[src/rtl/ram32_fifo_reader.sv]
// ----------------------------------------------------------------------------
// ram32_fifo_reader
//
// 32-deep first-word-fall-through FIFO. The words are stored in a 32 x WIDTH
// distributed RAM, which is written synchronously and read asynchronously.
// A registered output stage sits in front of the RAM and holds the head word,
// so the consumer always sees registered data.
//
// Parameters
//   WIDTH   data width in bits (1..64)
//   INIT    power-up value of every RAM word and of RD_DATA before reset
//
// Ports
//   CLK      in   single clock, rising edge
//   RST      in   asynchronous active-high reset
//   WR_EN    in   write request
//   WR_DATA  in   write data
//   FULL     out  occupancy is 32
//   RD_EN    in   consume the head word shown on RD_DATA
//   RD_DATA  out  registered head word, valid while EMPTY is low
//   EMPTY    out  no word is presented on RD_DATA
//   COUNT    out  occupancy 0..32 (RAM words plus the output register)
//   OVF      out  sticky: a write was attempted while FULL
//   UDF      out  sticky: a read was attempted while EMPTY
// ----------------------------------------------------------------------------
module ram32_fifo_reader #(
   parameter int          WIDTH = 8,
   parameter logic [63:0] INIT  = 64'd0
) (
   input  logic             CLK,
   input  logic             RST,
   input  logic             WR_EN,
   input  logic [WIDTH-1:0] WR_DATA,
   output logic             FULL,
   input  logic             RD_EN,
   output logic [WIDTH-1:0] RD_DATA,
   output logic             EMPTY,
   output logic [5:0]       COUNT,
   output logic             OVF,
   output logic             UDF
);

   // Storage and output register power up to INIT; reset never touches the RAM.
   logic [WIDTH-1:0] mem_r [0:31] = '{default: INIT[WIDTH-1:0]};
   logic [WIDTH-1:0] rd_data_r    = INIT[WIDTH-1:0];

   logic [4:0] wr_ptr_r;
   logic [4:0] rd_ptr_r;
   logic [5:0] ram_cnt_r;
   logic       out_vld_r;
   logic [5:0] count_r;
   logic       full_r;
   logic       ovf_r;
   logic       udf_r;

   logic       wr_acc_s;
   logic       rd_acc_s;
   logic       load_s;
   logic [5:0] ram_cnt_nxt_s;
   logic       out_vld_nxt_s;
   logic [5:0] count_nxt_s;

   // Acceptance, output-stage load and next-state occupancy.
   always_comb begin
      wr_acc_s      = 1'b0;
      rd_acc_s      = 1'b0;
      load_s        = 1'b0;
      ram_cnt_nxt_s = ram_cnt_r;
      out_vld_nxt_s = out_vld_r;
      count_nxt_s   = count_r;

      // FULL is the registered flag, so a read in the same cycle cannot
      // make room for a write; that write is dropped.
      wr_acc_s = WR_EN & ~full_r;
      rd_acc_s = RD_EN & out_vld_r;
      // Refill the output register whenever it is empty or being consumed.
      load_s   = (ram_cnt_r != 6'd0) & (~out_vld_r | rd_acc_s);

      ram_cnt_nxt_s = ram_cnt_r + {5'd0, wr_acc_s} - {5'd0, load_s};

      if (load_s) begin
         out_vld_nxt_s = 1'b1;
      end else if (rd_acc_s) begin
         out_vld_nxt_s = 1'b0;
      end else begin
         out_vld_nxt_s = out_vld_r;
      end

      count_nxt_s = ram_cnt_nxt_s + {5'd0, out_vld_nxt_s};
   end

   // RAM write port. While the output register is valid ram_cnt stays at or
   // below 31, so the written word is never the one being read this cycle.
   always_ff @(posedge CLK) begin
      if (wr_acc_s) begin
         mem_r[wr_ptr_r] <= WR_DATA;
      end
   end

   // Pointers, occupancy, output stage and sticky error flags.
   always_ff @(posedge CLK or posedge RST) begin
      if (RST) begin
         wr_ptr_r  <= 5'd0;
         rd_ptr_r  <= 5'd0;
         ram_cnt_r <= 6'd0;
         out_vld_r <= 1'b0;
         count_r   <= 6'd0;
         full_r    <= 1'b0;
         ovf_r     <= 1'b0;
         udf_r     <= 1'b0;
         rd_data_r <= '0;
      end else begin
         ram_cnt_r <= ram_cnt_nxt_s;
         out_vld_r <= out_vld_nxt_s;
         count_r   <= count_nxt_s;
         full_r    <= (count_nxt_s == 6'd32);

         if (wr_acc_s) begin
            wr_ptr_r <= wr_ptr_r + 5'd1;
         end else begin
            wr_ptr_r <= wr_ptr_r;
         end

         // Asynchronous RAM read feeds the output register directly.
         if (load_s) begin
            rd_data_r <= mem_r[rd_ptr_r];
            rd_ptr_r  <= rd_ptr_r + 5'd1;
         end else begin
            rd_data_r <= rd_data_r;
            rd_ptr_r  <= rd_ptr_r;
         end

         if (WR_EN & full_r) begin
            ovf_r <= 1'b1;
         end else begin
            ovf_r <= ovf_r;
         end

         if (RD_EN & ~out_vld_r) begin
            udf_r <= 1'b1;
         end else begin
            udf_r <= udf_r;
         end
      end
   end

   assign FULL    = full_r;
   assign RD_DATA = rd_data_r;
   assign EMPTY   = ~out_vld_r;
   assign COUNT   = count_r;
   assign OVF     = ovf_r;
   assign UDF     = udf_r;

endmodule

[config.mk]
export PLATFORM = sky130hd
export DESIGN_NAME = ram32_fifo_reader
export DESIGN_NICKNAME = d
export VERILOG_FILES = /design/src/rtl/ram32_fifo_reader.sv
export SDC_FILE = /design/constraint.sdc
export NUM_CORES = 1
export LEC_CHECK = 0
export ABC_AREA = 1
export BUFFER_PORTS_ARGS = -buffer_cell sky130_fd_sc_hd__buf_2
export CAP_MARGIN = 20
export CELL_PAD_IN_SITES_DETAIL_PLACEMENT = 0
export CELL_PAD_IN_SITES_GLOBAL_PLACEMENT = 2
export CORE_AREA = 2 2 170 172
export DETAILED_ROUTE_END_ITERATION = 12
export DIE_AREA = 0 0 172 174
export MAX_ROUTING_LAYER = met4
export PLACE_DENSITY = 0.84
export SLEW_MARGIN = 20
export SYNTH_ARGS = -nofsm -noshare
export SYNTH_HDL_FRONTEND = slang
export SYNTH_SLANG_ARGS = --single-unit
[constraint.sdc]
create_clock -name CLK -period 8.9 [get_ports CLK]
set_input_delay 0.89 -clock CLK [delete_from_list [all_inputs] [get_ports CLK]]
set_output_delay 0.89 -clock CLK [all_outputs]
set_load 0.03 [all_outputs]
==> report_table.html <==
<table>
<tr><th>Metric</th><th>Value</th></tr>
<tr><th colspan="2">Clock network</th></tr>
<tr><td>Clock H-tree levels</td><td>1</td></tr>
<tr><td>Hold Buf Count CTS</td><td>0</td></tr>
<tr><td>Max Buffers Root-to-Sink</td><td>3</td></tr>
<tr><td>Total clock sinks</td><td>290</td></tr>
<tr><td>Number of buffers inserted to repair setup after CTS</td><td>0</td></tr>
<tr><td>Clock buffers created by TritonCTS</td><td>31</td></tr>
<tr><td>Clk_lat worst skew</td><td>550 ps</td></tr>
<tr><td>Master cell of the clock root buffer</td><td>clkbuf_16</td></tr>
<tr><td>Clock tree from TritonCTS</td><td>built</td></tr>
<tr><td>Clock input transition at the sequential cells of the worst setup and hold paths</td><td>60 ps</td></tr>
<tr><td>Number of gates resized after CTS</td><td>0</td></tr>
<tr><th colspan="2">Placed design</th></tr>
<tr><td>HPWL after DPL</td><td>17100 um</td></tr>
<tr><td>Routability-driven placement congestion ratio</td><td>0.808</td></tr>
<tr><td>I/O Buffers</td><td>29</td></tr>
<tr><th colspan="2">Synthesis</th></tr>
<tr><td>Unique masters post-synth</td><td>23</td></tr>
<tr><td>Top-area cell type share of the netlist area</td><td>61.5%</td></tr>
<tr><td>Biggest area contributors in the synthesized netlist</td><td>edfxtp_1 61%, nand2_1 12%, nand3_1 7.0%, dfrtp_1 6.8%, inv_1 4.1%</td></tr>
<tr><td>Syn_area_per_cell</td><td>10.4 um^2</td></tr>
<tr><td>Number of enable flip-flop cells after synthesis</td><td>256</td></tr>
<tr><td>Mapped Area</td><td>12500 um^2</td></tr>
<tr><td>Seq/Total Area, Yosys</td><td>68.3%</td></tr>
<tr><td>Cell taking the most area after synthesis</td><td>edfxtp_1</td></tr>
<tr><td>Share of synthesized registers carrying an async set or reset</td><td>11.7%</td></tr>
<tr><td>Number of nets in the synthesized netlist</td><td>1233</td></tr>
<tr><td>Dominant synthesized flop cell</td><td>edfxtp_1</td></tr>
<tr><td>Yosys warns</td><td>0</td></tr>
<tr><td>Flip-flop and latch count after synthesis</td><td>290</td></tr>
<tr><td>Gate Count Post-Synth</td><td>1205</td></tr>
<tr><th colspan="2">Power and ir drop</th></tr>
<tr><td>Cell internal pwr</td><td>2.80 mW</td></tr>
<tr><td>Relative contribution of the clock network to total power</td><td>26.3%</td></tr>
<tr><td>Total power divided by cell area</td><td>332 nW/um^2</td></tr>
<tr><td>Worst ir drop on vdd</td><td>0.215 mV</td></tr>
<tr><td>Seq pwr share</td><td>38.4%</td></tr>
<tr><td>Power, Total</td><td>4.61 mW</td></tr>
<tr><td>Leak Pwr</td><td>5.72 nW</td></tr>
<tr><td>Switching fraction of total power</td><td>39.3%</td></tr>
<tr><td>Logic pwr share</td><td>35.2%</td></tr>
<tr><td>NetSw</td><td>1.81 mW</td></tr>
<tr><th colspan="2">Cells and area</th></tr>
<tr><td>Final antenna diode count</td><td>0</td></tr>
<tr><td>Layout Nets</td><td>1249</td></tr>
<tr><td>Share of post-route cells with drive strength above 1</td><td>6.99%</td></tr>
<tr><td>Commonest cells after routing, fill and taps aside</td><td>397 x nand2_1, 256 x edfxtp_1, 174 x nand3_1</td></tr>
<tr><td>Final design utilization</td><td>49.1%</td></tr>
<tr><td>Most frequent standard cell in the layout excluding fill and tap cells</td><td>nand2_1</td></tr>
<tr><td>Area growth from synthesis to final layout</td><td>10.9%</td></tr>
<tr><th colspan="2">Timing</th></tr>
<tr><td>Maximum clock frequency</td><td>0.254 GHz</td></tr>
<tr><td>RSZ-0062 raised after global routing</td><td>no</td></tr>
<tr><td>Relative slew slack</td><td>29.6%</td></tr>
<tr><td>Total setup violations reported at the end of the flow</td><td>0</td></tr>
<tr><td>Share of the clock period used by the worst path</td><td>44.3%</td></tr>
<tr><td>Tightest Pin Transition</td><td>1060 ps</td></tr>
<tr><td>Sum Neg Setup Slack</td><td>0 ps</td></tr>
<tr><td>Final critical-path required period</td><td>3940 ps</td></tr>
<tr><td>Max Clock Skew</td><td>8.61 ps</td></tr>
<tr><td>Final number of hold-violating endpoints</td><td>0</td></tr>
<tr><td>Final count of pins violating max slew</td><td>0</td></tr>
<tr><td>Worst Hold Slack</td><td>433 ps</td></tr>
<tr><th colspan="2">Routing</th></tr>
<tr><td>1st-pass router iterations</td><td>5</td></tr>
<tr><td>Number of antenna-violating nets in the routed design</td><td>0</td></tr>
<tr><td>Ratio of routed vias to standard cells</td><td>4.96</td></tr>
<tr><td>Detailed-route wire length</td><td>29100 um</td></tr>
<tr><td>Detailed-route wire length per cell</td><td>17.8 um</td></tr>
<tr><td>DRC violations left</td><td>0</td></tr>
<tr><td>Count of routing violations after the opening detailed-route iteration</td><td>595</td></tr>
<tr><td>Number of vias in the routed layout</td><td>8077</td></tr>
<tr><th colspan="2">Global route</th></tr>
<tr><td>Global-route usage over all layers</td><td>20.4%</td></tr>
<tr><td>Sum of overflow across all layers after global routing</td><td>0</td></tr>
<tr><td>Wire length of the first global-routing pass</td><td>44600 um</td></tr>
<tr><td>Pin count of the biggest net entering global routing</td><td>97</td></tr>
<tr><td>Antenna violations before repair</td><td>0</td></tr>
<tr><td>Via count of the first global-routing pass</td><td>7712</td></tr>
<tr><th colspan="2">Floorplan</th></tr>
<tr><td>Placeable core region</td><td>28200 um^2</td></tr>
<tr><td>Die X</td><td>172 um</td></tr>
<tr><td>Area of the die</td><td>29900 um^2</td></tr>
<tr><td># IOs</td><td>30</td></tr>
<tr><td>Initial Utilization</td><td>44.3%</td></tr>
<tr><td>Total number of placement rows</td><td>62</td></tr>
<tr><td>Height of the die</td><td>174 um</td></tr>
<tr><th colspan="2">Setup path</th></tr>
<tr><td>Launching element type of the critical path</td><td>flip-flop</td></tr>
<tr><td>Critical-path cell list</td><td>inv_1 -&gt; ha_1 -&gt; nand3_1 -&gt; o21ai_1 -&gt; inv_1 -&gt; ha_1 -&gt; inv_1 -&gt; ha_1 -&gt; fa_1 -&gt; ha_1 -&gt; or2_2 -&gt; nor2_1 -&gt; nand3_1 -&gt; nor2_1 -&gt; nand2_1 -&gt; inv_1</td></tr>
<tr><td>Delay contributed by the slowest stage of the critical path</td><td>550 ps</td></tr>
<tr><td>Buf/Inv on CP</td><td>4</td></tr>
<tr><td>Critical path fanouts, max</td><td>12</td></tr>
<tr><td>Worst-path cell with the longest stage delay</td><td>o21ai_1</td></tr>
<tr><td>Required time of the worst setup path</td><td>9390 ps</td></tr>
<tr><td>Kind of cell adding the most delay to the critical path</td><td>adder cells</td></tr>
<tr><td>CP Data Arrival Time</td><td>4430 ps</td></tr>
<tr><td>Crit path kind</td><td>flip-flop to flip-flop</td></tr>
<tr><td>Crit. End Element</td><td>flip-flop</td></tr>
<tr><th colspan="2">Outcome</th></tr>
<tr><td>Result of the run</td><td>completed</td></tr>
<tr><th colspan="2">Run</th></tr>
<tr><td>Number of violations of the max-capacitance limit</td><td>0</td></tr>
<tr><th colspan="2">Worst hold path</th></tr>
<tr><td>Class of the tightest hold or removal check</td><td>primary input to asynchronous set/reset pin</td></tr>
</table>
-- final cells by class --
class	count	area (um^2)
sequential	290	8540
inverter	141	531
clock buffer	35	791
tap	384	480
clock inverter	22	163
timing repair buffer	34	183
multi-input combinational	723	3180
fill	2604	14400
-- routing by layer --
| layer | track usage, % | wire, um |
|---|---|---|
| met5 | - | 0 |
| met4 | 5.57 | 678 |
| met2 | 31.6 | 13600 |
| met3 | 2.48 | 1230 |
| met1 | 28.8 | 13500 |
-- final timing paths --
| path | from | end | slack (ps) | cells past startpoint |
|---|---|---|---|---|
| setup / recovery | ram_cnt_r[4]$_DFF_PP0_ | FULL$_DFF_PP0_ | 4960 | 16 |
| hold / removal | RST | OVF$_DFFE_PP0P_ | 430 | 3 |
| setup reg to reg | ram_cnt_r[4]$_DFF_PP0_ | FULL$_DFF_PP0_ | 4960 | 16 |
| hold reg to reg | OVF$_DFFE_PP0P_ | OVF$_DFFE_PP0P_ | 450 | 1 |
| max in group asynchronous | RST | rd_ptr_r[0]$_DFFE_PP0P_ | 8100 | 3 |
| min in group CLK | OVF$_DFFE_PP0P_ | OVF$_DFFE_PP0P_ | 450 | 1 |
-- cell families after synthesis --
logic type,count (synthesis),synth area share (%)
flops,290,68.3
xor+xnor,7,0.490
simple gates,667,21.9
fa+ha+maj,16,1.66
buf+inv,192,6.30
compound gates,33,1.38
-- flip-flops by register name (all words and copies together) (netlist names), 5 cells and up --
| name | count |
|---|---|
| wr_ptr_r | 5 |
| ram_cnt_r | 6 |
| rd_ptr_r | 5 |
| RD_DATA | 8 |
| COUNT | 6 |
| mem_r | 256 |
-- cells in the mapped netlist, types with 2 or more instances --
library cell  count
buf_4             6
nand2_1         397
inv_2             2
clkinv_1          3
o21ai_0          12
nand4_1           4
dfrtp_1          34
clkbuf_1          8
xor2_1            7
buf_2            36
nand3_1         174
ha_1             15
nor2_1           89
a21oi_1          18
a21o_1            2
edfxtp_1        256
inv_1           136
-- power by group through the flow --
stage / logic (mW) / registers, mW / clock network [mW]
after detailed placement: 1.64 / 1.80 / 0
after global routing: 1.84 / 1.79 / 1.29
after global placement: 1.64 / 1.80 / 0
final: 1.62 / 1.77 / 1.21
after CTS: 1.65 / 1.77 / 1.23
after floorplan: 1.16 / 1.79 / 0
-- metrics by stage --
stage	area (um^2)	cells	worst slack, ps
4_1_cts	13900	1629	4900
3_3_place_gp	12900	1572	4490
3_5_place_dp	12900	1572	4410
2_1_floorplan	12500	1205	5600
5_1_grt	13900	1629	4590
6_report	13900	1629	4960
-- worst min-delay path, delay by kind of cell --
family,cells,cell delay [ps]
buffers and inverters,3,520
(Power assumes the default switching activity.)
